## config.mk

```make
export PLATFORM = sky130hd
export DESIGN_NAME = ram_port_arbiter_flat
export DESIGN_NICKNAME = d
export VERILOG_FILES = /design/src/rtl/ram_port_arbiter_pkg.sv /design/src/rtl/ram_port_arbiter_if.sv /design/src/rtl/ram_port_arbiter.sv /design/src/flat_wrapper.sv
export SDC_FILE = /design/constraint.sdc
export NUM_CORES = 1
export LEC_CHECK = 0
export ABC_AREA = 1
export CAP_MARGIN = 15
export CORE_AREA = 2 2 68 70
export DETAILED_ROUTE_END_ITERATION = 6
export DIE_AREA = 0 0 70 72
export GPL_TIMING_DRIVEN = 0
export PLACE_DENSITY_LB_ADDON = 0.15
export SYNTH_ARGS = -nofsm -noshare
export SYNTH_HDL_FRONTEND = slang
export SYNTH_SLANG_ARGS = --single-unit
```

## constraint.sdc

```tcl
create_clock -name Clk -period 1.5 [get_ports Clk]
set_input_delay 0.3 -clock Clk [delete_from_list [all_inputs] [get_ports Clk]]
set_output_delay 0.3 -clock Clk [all_outputs]
set_load 0.1 [all_outputs]
```

## src/rtl/ram_port_arbiter_pkg.sv

```systemverilog
// ram_port_arbiter_pkg: arbiter state encoding and default frame-RAM port widths
package ram_port_arbiter_pkg;
    localparam int ARB_ADDR_W = 15;
    localparam int ARB_DATA_W = 8;
    typedef enum logic [1:0] {
        ARB_IDLE = 2'd0,
        ARB_OWN0 = 2'd1,
        ARB_OWN1 = 2'd2
    } arb_state_e;
endpackage

```

## src/rtl/ram_port_arbiter_if.sv

```systemverilog
// ram_port_arbiter_if: two requester ports plus RAM port B; slave = arbiter view, master = environment view
interface ram_port_arbiter_if #(
    parameter int ADDR_W = ram_port_arbiter_pkg::ARB_ADDR_W,
    parameter int DATA_W = ram_port_arbiter_pkg::ARB_DATA_W
);
    logic              Req0, Req1, We0, We1;
    logic              Gnt0, Gnt1, Rvalid0, Rvalid1;
    logic [ADDR_W-1:0] Addr0, Addr1, RAM_Addr;
    logic [DATA_W-1:0] Wdata0, Wdata1, Rdata0, Rdata1;
    logic [DATA_W-1:0] RAM_Write_Data, RAM_Read_Data;
    logic              RAM_Write_En;

    modport slave (
        input  Req0, Req1, We0, We1, Addr0, Addr1, Wdata0, Wdata1, RAM_Read_Data,
        output Gnt0, Gnt1, Rvalid0, Rvalid1, Rdata0, Rdata1,
               RAM_Addr, RAM_Write_Data, RAM_Write_En
    );

    modport master (
        output Req0, Req1, We0, We1, Addr0, Addr1, Wdata0, Wdata1, RAM_Read_Data,
        input  Gnt0, Gnt1, Rvalid0, Rvalid1, Rdata0, Rdata1,
               RAM_Addr, RAM_Write_Data, RAM_Write_En
    );
endinterface

```

## src/rtl/ram_port_arbiter.sv

```systemverilog
// ram_port_arbiter: round-robin, burst-locked sharing of RAM port B between two requesters.
// Optional per-requester beat counters with RAM_ARB_STATS_EN.
module ram_port_arbiter
    import ram_port_arbiter_pkg::*;
#(
    parameter int ADDR_W    = ARB_ADDR_W,
    parameter int DATA_W    = ARB_DATA_W,
    parameter int MAX_BURST = 16
) (
    input  logic               Clk,
    input  logic               Rst,
`ifdef RAM_ARB_STATS_EN
    input  logic               Stats_Clr,
    output logic [15:0]        Beat_Cnt0,
    output logic [15:0]        Beat_Cnt1,
`endif
    ram_port_arbiter_if.slave  bus
);
    localparam logic [7:0] MAX_B = 8'(MAX_BURST);

    arb_state_e        state_q, state_d, oth_st;
    logic              last_q, last_d;
    logic [7:0]        cnt_q, cnt_d, cnt_inc;
    logic              own1, own_req, oth_req;
    logic              gnt0, gnt1;
    logic              rv0_q, rv0_d, rv1_q, rv1_d;
    logic [ADDR_W-1:0] addr_d;
    logic [DATA_W-1:0] wdata_d;
`ifdef RAM_ARB_STATS_EN
    logic [15:0]       bc0_q, bc0_d, bc1_q, bc1_d;
`endif

    always_ff @(posedge Clk or posedge Rst) begin
        if (Rst) begin
            state_q <= ARB_IDLE;
            last_q  <= 1'b1;
            cnt_q   <= '0;
            rv0_q   <= 1'b0;
            rv1_q   <= 1'b0;
`ifdef RAM_ARB_STATS_EN
            bc0_q   <= '0;
            bc1_q   <= '0;
`endif
        end else begin
            state_q <= state_d;
            last_q  <= last_d;
            cnt_q   <= cnt_d;
            rv0_q   <= rv0_d;
            rv1_q   <= rv1_d;
`ifdef RAM_ARB_STATS_EN
            bc0_q   <= bc0_d;
            bc1_q   <= bc1_d;
`endif
        end
    end

    // OWN0 and OWN1 are mirror images, so evaluate them through owner/other aliases
    always_comb begin
        own1    = state_q == ARB_OWN1;
        own_req = own1 ? bus.Req1 : bus.Req0;
        oth_req = own1 ? bus.Req0 : bus.Req1;
        oth_st  = own1 ? ARB_OWN0 : ARB_OWN1;
        cnt_inc = cnt_q + 8'd1;
        state_d = state_q;
        last_d  = last_q;
        cnt_d   = cnt_q;
        if (state_q == ARB_IDLE) begin
            state_d = (bus.Req0 && bus.Req1) ? (last_q ? ARB_OWN0 : ARB_OWN1) :
                      bus.Req0 ? ARB_OWN0 : bus.Req1 ? ARB_OWN1 : ARB_IDLE;
        end else if (own_req) begin
            cnt_d = (cnt_inc == MAX_B) ? '0 : cnt_inc;
            if (cnt_inc == MAX_B && oth_req) begin
                state_d = oth_st;
                last_d  = own1;
            end
        end else begin
            state_d = oth_req ? oth_st : ARB_IDLE;
            last_d  = own1;
            cnt_d   = '0;
        end
    end

    always_comb begin
        gnt0    = state_q == ARB_OWN0 && bus.Req0;
        gnt1    = state_q == ARB_OWN1 && bus.Req1;
        addr_d  = gnt0 ? bus.Addr0 : gnt1 ? bus.Addr1 : '0;
        wdata_d = gnt0 ? bus.Wdata0 : gnt1 ? bus.Wdata1 : '0;
        rv0_d   = gnt0 && !bus.We0;
        rv1_d   = gnt1 && !bus.We1;
        bus.Gnt0           = gnt0;
        bus.Gnt1           = gnt1;
        bus.RAM_Addr       = addr_d;
        bus.RAM_Write_Data = wdata_d;
        bus.RAM_Write_En   = (gnt0 && bus.We0) || (gnt1 && bus.We1);
        bus.Rvalid0        = rv0_q;
        bus.Rvalid1        = rv1_q;
        bus.Rdata0         = bus.RAM_Read_Data;
        bus.Rdata1         = bus.RAM_Read_Data;
`ifdef RAM_ARB_STATS_EN
        bc0_d = Stats_Clr ? '0 : bc0_q + {15'd0, gnt0};
        bc1_d = Stats_Clr ? '0 : bc1_q + {15'd0, gnt1};
`endif
    end

`ifdef RAM_ARB_STATS_EN
    assign Beat_Cnt0 = bc0_q;
    assign Beat_Cnt1 = bc1_q;
`endif
endmodule

```

## src/flat_wrapper.sv

```systemverilog
// flat-port wrapper written by rule: the top's interface ports become plain ports
module ram_port_arbiter_flat import ram_port_arbiter_pkg::*;
#(
    parameter int ADDR_W    = ARB_ADDR_W,
    parameter int DATA_W    = ARB_DATA_W,
    parameter int MAX_BURST = 16
)
  (Clk, Rst, bus_Req0, bus_Req1, bus_We0, bus_We1, bus_Addr0, bus_Addr1, bus_Wdata0, bus_Wdata1, bus_RAM_Read_Data, bus_Gnt0, bus_Gnt1, bus_Rvalid0, bus_Rvalid1, bus_Rdata0, bus_Rdata1, bus_RAM_Addr, bus_RAM_Write_Data, bus_RAM_Write_En);
  ram_port_arbiter_if #(.ADDR_W(ADDR_W), .DATA_W(DATA_W)) bus_i ();
  input  logic Clk;
  input  logic Rst;
  input wire logic [$bits(bus_i.Req0)-1:0] bus_Req0;
  input wire logic [$bits(bus_i.Req1)-1:0] bus_Req1;
  input wire logic [$bits(bus_i.We0)-1:0] bus_We0;
  input wire logic [$bits(bus_i.We1)-1:0] bus_We1;
  input wire logic [$bits(bus_i.Addr0)-1:0] bus_Addr0;
  input wire logic [$bits(bus_i.Addr1)-1:0] bus_Addr1;
  input wire logic [$bits(bus_i.Wdata0)-1:0] bus_Wdata0;
  input wire logic [$bits(bus_i.Wdata1)-1:0] bus_Wdata1;
  input wire logic [$bits(bus_i.RAM_Read_Data)-1:0] bus_RAM_Read_Data;
  output wire logic [$bits(bus_i.Gnt0)-1:0] bus_Gnt0;
  output wire logic [$bits(bus_i.Gnt1)-1:0] bus_Gnt1;
  output wire logic [$bits(bus_i.Rvalid0)-1:0] bus_Rvalid0;
  output wire logic [$bits(bus_i.Rvalid1)-1:0] bus_Rvalid1;
  output wire logic [$bits(bus_i.Rdata0)-1:0] bus_Rdata0;
  output wire logic [$bits(bus_i.Rdata1)-1:0] bus_Rdata1;
  output wire logic [$bits(bus_i.RAM_Addr)-1:0] bus_RAM_Addr;
  output wire logic [$bits(bus_i.RAM_Write_Data)-1:0] bus_RAM_Write_Data;
  output wire logic [$bits(bus_i.RAM_Write_En)-1:0] bus_RAM_Write_En;
  assign bus_i.Req0 = bus_Req0;
  assign bus_i.Req1 = bus_Req1;
  assign bus_i.We0 = bus_We0;
  assign bus_i.We1 = bus_We1;
  assign bus_i.Addr0 = bus_Addr0;
  assign bus_i.Addr1 = bus_Addr1;
  assign bus_i.Wdata0 = bus_Wdata0;
  assign bus_i.Wdata1 = bus_Wdata1;
  assign bus_i.RAM_Read_Data = bus_RAM_Read_Data;
  assign bus_Gnt0 = bus_i.Gnt0;
  assign bus_Gnt1 = bus_i.Gnt1;
  assign bus_Rvalid0 = bus_i.Rvalid0;
  assign bus_Rvalid1 = bus_i.Rvalid1;
  assign bus_Rdata0 = bus_i.Rdata0;
  assign bus_Rdata1 = bus_i.Rdata1;
  assign bus_RAM_Addr = bus_i.RAM_Addr;
  assign bus_RAM_Write_Data = bus_i.RAM_Write_Data;
  assign bus_RAM_Write_En = bus_i.RAM_Write_En;
  ram_port_arbiter #(.ADDR_W(ADDR_W), .DATA_W(DATA_W), .MAX_BURST(MAX_BURST)) u_core (.Clk(Clk), .Rst(Rst), .bus(bus_i));
endmodule
```

Word level (Yosys, flattened, before mapping)
Cells that the tools add are included.

word-level totals
  bits in registers = 13

cells by class
  add/subtract/negate cells = 1
  equal/unequal tests = 5
  multiplexer cells = 19
  bitwise logic cells = 1
  reductions and logical operators = 13

operators by type and width
  cell                   number
  $mux W8                4
  $mux W15               2
  $mux W2                9
  $add A8 B1 Y8 const B  1
  $eq A8 B5 Y1 const B   1
  $logic_and A1 B1 Y1    8
  $mux W1                4
  $ne A3 B3 Y1 const B   1
  $eq A2 B1 Y1 const B   1
  $eq A2 B2 Y1 const B   1
  $logic_not A1 Y1       2
  $logic_not A2 Y1       1
  $ne A2 B2 Y1 const B   1
  $reduce_and A2 Y1      1
  $logic_or A1 B1 Y1     1
  $not A1 Y1             1

Depth between registers and ports, before layout
  depth after elaboration = 6
  depth in mapped cells = 13
  depth with buffers taken out = 13

Worst setup path before layout
Ideal clock, no wire load.

  path type = reg2out
  from = reg u_core.state_q[1]
  to = out bus_RAM_Addr[10]
  data arrival time = 1.984 ns
  required time = 1.200 ns
  setup slack = -0.784 ns
  cell stages (with the launch flop) = 7
  buffers on the path = 1
  path through = dfrtp_1 > inv_2 > nor2_2 > nand2_2 > inv_2 > buf_4 > a22o_1

between the ends
  cells in the longest elaborated chain, start to end = 4
  elaborated cells between the ends (all ways) = 6

RTL lines
  item                    RTL line                source
  start, declared         ram_port_arbiter.sv:21  arb_state_e state_q, state_d, oth_st;
  start signal, assigned  ram_port_arbiter.sv:45  state_q <= state_d;
  $eq A2 B2 Y1            ram_port_arbiter.sv:85  gnt1 = state_q == ARB_OWN1 && bus.Req1;
  $logic_and A1 B1 Y1     ram_port_arbiter.sv:85
  named net bus_Gnt1      flat_wrapper.sv:22      output wire logic [$bits(bus_i.Gnt1)-1:0] bus_Gnt1;
  $mux W15 (2 in series)  ram_port_arbiter.sv:86  addr_d = gnt0 ? bus.Addr0 : gnt1 ? bus.Addr1 : '0;
  end, declared           flat_wrapper.sv:27      output wire logic [$bits(bus_i.RAM_Addr)-1:0] bus_RAM_Addr;

The timed path passes the listed nets, and every way through them passes these cells.

Worst setup path in the final report
  from = reg u_core.state_q[1]
  to = out bus_RAM_Addr[12]

between the ends
  cells in the longest elaborated chain, start to end = 4
  elaborated cells between the ends (all ways) = 6

RTL lines
  item                 RTL line
  $eq A2 B2 Y1         ram_port_arbiter.sv:85
  $logic_and A1 B1 Y1  ram_port_arbiter.sv:85
  $mux W15             ram_port_arbiter.sv:86
  $mux W15 (*)         ram_port_arbiter.sv:86

Every way passes the cells marked *; elsewhere a longest branch is shown, timed or not.

==> summary by stage <==
Status
The flow ran to the end, but the final reports show violations. The final reports fail on negative setup slack.

Power and ir drop
Of the total power, combinational logic draws 0.823. The leakage power of the design is between 0.001 and 0.0015 uW. For this design the ratio of total power to cell area is 1638 nW/um^2. The internal power of the cells totals around 2200 uW.

The switching power is ~2600 uW. The post-layout total power is between 4000 and 5000 uW. Of the total power, the share spent switching nets is 0.5398. The sequential share of power is 0.112. The relative contribution of the clock network to total power is 0.066. The maximum vdd ir drop is roughly 0.65 mV.

Drt
The average routed wire per standard cell is ~16 um. The routed via count is ~1.5k. The DRC violation count after routing is 0.

The detailed router finished its first iteration with 41 violations. Dividing the detail-routed via count by the number of cells gives approximately 4.8. Summed over all layers, the routed wires come to just over 5 mm.

The pre-antenna-repair detailed-routing pass consisted of 4 iterations. The count of nets left with antenna violations once routing finished came out at 0.

Setup path
On the worst path, the slowest cell contributes a delay of roughly 0.44 ns. The worst-case reg-to-reg path depth is 12. The timing startpoint of the critical path is u_core.state_q[1]$_DFFE_PP0P_. The cell at the slowest stage of the critical path is sky130_fd_sc_hd__dfrtp_2.

The worst path arrival time is between 1.5 and 2 ns. The type of element launching the critical path is a flip-flop. Of all nets on the critical path, the largest fanout is 10.

STA classifies the critical path endpoint as an output port. In this design, the largest share of critical-path delay is due to buffers and inverters. At the worst endpoint, the required time is ~1.2 ns. The startpoint identified for the worst register-to-register timing path is u_core.cnt_q[0]$_DFFE_PP0N_. Walking the worst path, the cells encountered are inv_2 > nor2_4 > nand2_4 > inv_8 > buf_12 > a22o_4 > buf_12. Across all register-to-register paths, the minimum setup slack is -0.04 ns. The setup path with the least slack is of type flip-flop to output port. The most frequent cell on the critical path is sky130_fd_sc_hd__buf_12. The endpoint of the lowest-slack register-to-register path is u_core.state_q[1]$_DFFE_PP0P_. The critical path contains buffers and inverters numbering 4 combined.

Cells and area
Of the cells placed in the final design, the portion with a size suffix greater than 1 is 0.5094. The number of fill cells in the layout is roughly 320. The combined flip-flop and latch cell area is roughly 330 um^2. 0 antenna diodes ended up in the layout. The filler-free cell count of the finished design is ~320. The combined area of the multi-input logic cells is ~890 um^2. After routing the design area is between 2000 and 3000 um^2. At the end of the flow, the number of nets in the layout was approximately 330.

Relative to the synthesized area, the layout overhead comes to 151.1%.

STA
The smallest clock period supported by the final layout is computed as 1.831 ns. The final max-slew violation count is 0. The final worst slack is -0.3309 ns.

The share of the clock period used by the worst path is 1.221. Setup violations remaining at the end of the flow were counted as 29. The number of hold-slack violations in the final timing report was 0. In the final timing run, aggregate negative setup slack is -8.017 ns. Setup repair after global routing could not meet its margin everywhere.

For the pin with the worst max-slew slack, the measured transition is 0.9586 ns. Across all hold checks on the routed design, the worst slack comes to between 0.3 and 0.4 ns. The worst pin sits at a relative slew slack of 0.3634. The highest clock frequency the design can meet is 0.5462 GHz. The final clock skew is approximately 0.0058 ns.

Die
The width of the die is approximately 70 um. After floorplanning, the core was divided into 24 placement rows. The core region is between 4000 and 5000 um^2.

The die is 72 um tall. The die covers 5040 um^2. For this design the top-level I/O count stands at 104.

The initial core utilization is 0.2749.

GRT
The first global-routing pass estimated just under 8 mm of wire. After global routing the overflow that remains totals 0. The via count of the first global-routing pass was between 1k and 1.5k. The number of antenna violations at the first check in global routing came to 0. Entering global routing, the biggest net connects 14 pins.

Across every metal layer, demand over resource in global routing totals 0.1975.

Logic synthesis
In this run, distinct cell masters in the synthesized netlist total 25. The sequential-to-total area share from yosys stat is 0.2785. Of the post-synthesis cell area, the dominant cell type holds 0.2561. The post-synthesis sequential element count is 13. The number of warning messages in the yosys log is 0. The average cell area after synthesis is about 7.8 um^2. The net count after synthesis is approximately 210. The post-synthesis cell type with the largest combined area is sky130_fd_sc_hd__dfrtp_1. The number of instances in the synthesized netlist is roughly 150.

The post-synthesis instance area is 1172 um^2. After synthesis, the cell types taking the most area are sky130_fd_sc_hd__dfrtp_1 (26%), sky130_fd_sc_hd__a22o_1 (19%), sky130_fd_sc_hd__buf_4 (12%), sky130_fd_sc_hd__nand2_1 (9.9%), sky130_fd_sc_hd__inv_1 (4.2%).

Hold path
In this run the worst hold path is classified as primary input to async pin.

Clocking
The root buffer cell chosen for the clock tree is sky130_fd_sc_hd__clkbuf_8. CTS built an H-tree with a depth of 1. The maximum root-to-sink buffer count is 2. After clock tree synthesis, the clock-pin slew on the worst setup and hold paths is ~0.060 ns. For this design, the sink count on the clock tree is 13. TritonCTS built the clock tree. The clock reaches the later pin of the worst-skew pair after roughly 0.25 ns. TritonCTS created 3 clock buffers.

Run
The count of maximum capacitance violations is 0.

Placed design
The cell area after placement is about 2400 um^2. The HPWL after detailed placement is between 3 and 4 mm. The total instance count after detailed placement is roughly 300.

The congestion estimate from routability-driven global placement came to ~0.87. The count of buffers from port buffering is 95.
power groups by stage:
stage | clock [uW] | combinational (uW) | sequential (uW)
after floorplan | 0 | 2360 | 572
after global placement | 0 | 3030 | 545
after detailed placement | 0 | 3040 | 547
after CTS | 328 | 3780 | 525
after global routing | 352 | 4120 | 548
final | 317 | 3970 | 538
final cells by class:
| cell class | count | area share |
|---|---|---|
| Timing Repair Buffer | 110 | 0.4505 |
| Multi-Input combinational cell | 99 | 0.3030 |
| Sequential cell | 13 | 0.1118 |
| Buffer | 20 | 0.06800 |
| Inverter | 19 | 0.02932 |
| Tap cell | 52 | 0.02210 |
| Clock buffer | 4 | 0.01530 |
Yosys cell counts, drive strengths merged:
master,n
dfstp,1
clkinv,1
nor2,8
buf,20
ha,2
nand3,10
dfrtp,12
o211ai,1
o21ai,11
o22ai,2
nand2,36
nor3,1
nor4,1
nand4,2
a22o,25
inv,18
metrics by stage:
step / utilization / worst slack [ns]
6_report: 0.6904 / -0.3309
5_1_grt: 0.6904 / -0.3700
4_1_cts: 0.6699 / -0.3268
3_5_place_dp: 0.5616 / -1.639
3_3_place_gp: 0.5616 / -1.662
2_1_floorplan: - / -0.1503
kinds of logic (layout without fill, tap and decap cells):
kind of cell    count (synthesis)  in the layout  share of synthesized area
fa+ha+maj                       2              2                    0.02134
compound gates                 39             39                     0.2540
buf+inv                        39            153                     0.1996
flops                          13             13                     0.2786
simple gates                   58             58                     0.2465
registers in the layout (all words and copies together), names as in the netlist:
| register | flops |
|---|---|
| u_core.state_q | 2 |
| u_core.bus.Rvalid0 | 1 |
| u_core.last_q | 1 |
| u_core.cnt_q | 8 |
| u_core.bus.Rvalid1 | 1 |
routing by layer:
metal	wire length, um	up-vias	global-route usage	part of all wire
met3	364	8	0.03472	0.071
met2	2453	77	0.3238	0.48
met5	0	-	0	0
met4	78	0	0.06410	0.015
met1	2231	701	0.2659	0.43
li1	-	734	-	-
worst max path at each step:
stage                                        to  slack [ns]  cells after the start
after global placement    bus_RAM_Write_Data[6]       -1.66                      6
final                          bus_RAM_Addr[12]       -0.33                      7
after global routing            bus_RAM_Addr[9]       -0.37                      7
after floorplan                bus_RAM_Addr[10]       -0.15                      4
after CTS                      bus_RAM_Addr[12]       -0.33                      7
after detailed placement  bus_RAM_Write_Data[6]       -1.64                      6
cells in the final DEF, fill, tap and decap left out, drive strengths merged:
cell           instances
nand4                  2
inv                   18
dfstp                  1
nand3                 10
clkdlybuf4s50         49
buf                   61
nand2                 36
ha                     2
o22ai                  2
nor3                   1
a22o                  25
dlygate4sd2            2
nor4                   1
o211ai                 1
clkinv                 1
dfrtp                 12
clkdlybuf4s15         11
clkbuf                11
nor2                   8
o21ai                 11
repair_timing:
action | CTS | global route
gates resized for setup | 292 | 30
endpoints found under the setup margin | 49 | 42
pin swaps | 6 | 3
hold buffers | 0 | 0
buffers inserted | 10 | 5
gates cloned | 0 | 0
No activity file was read; power rests on OpenSTA's default activity.
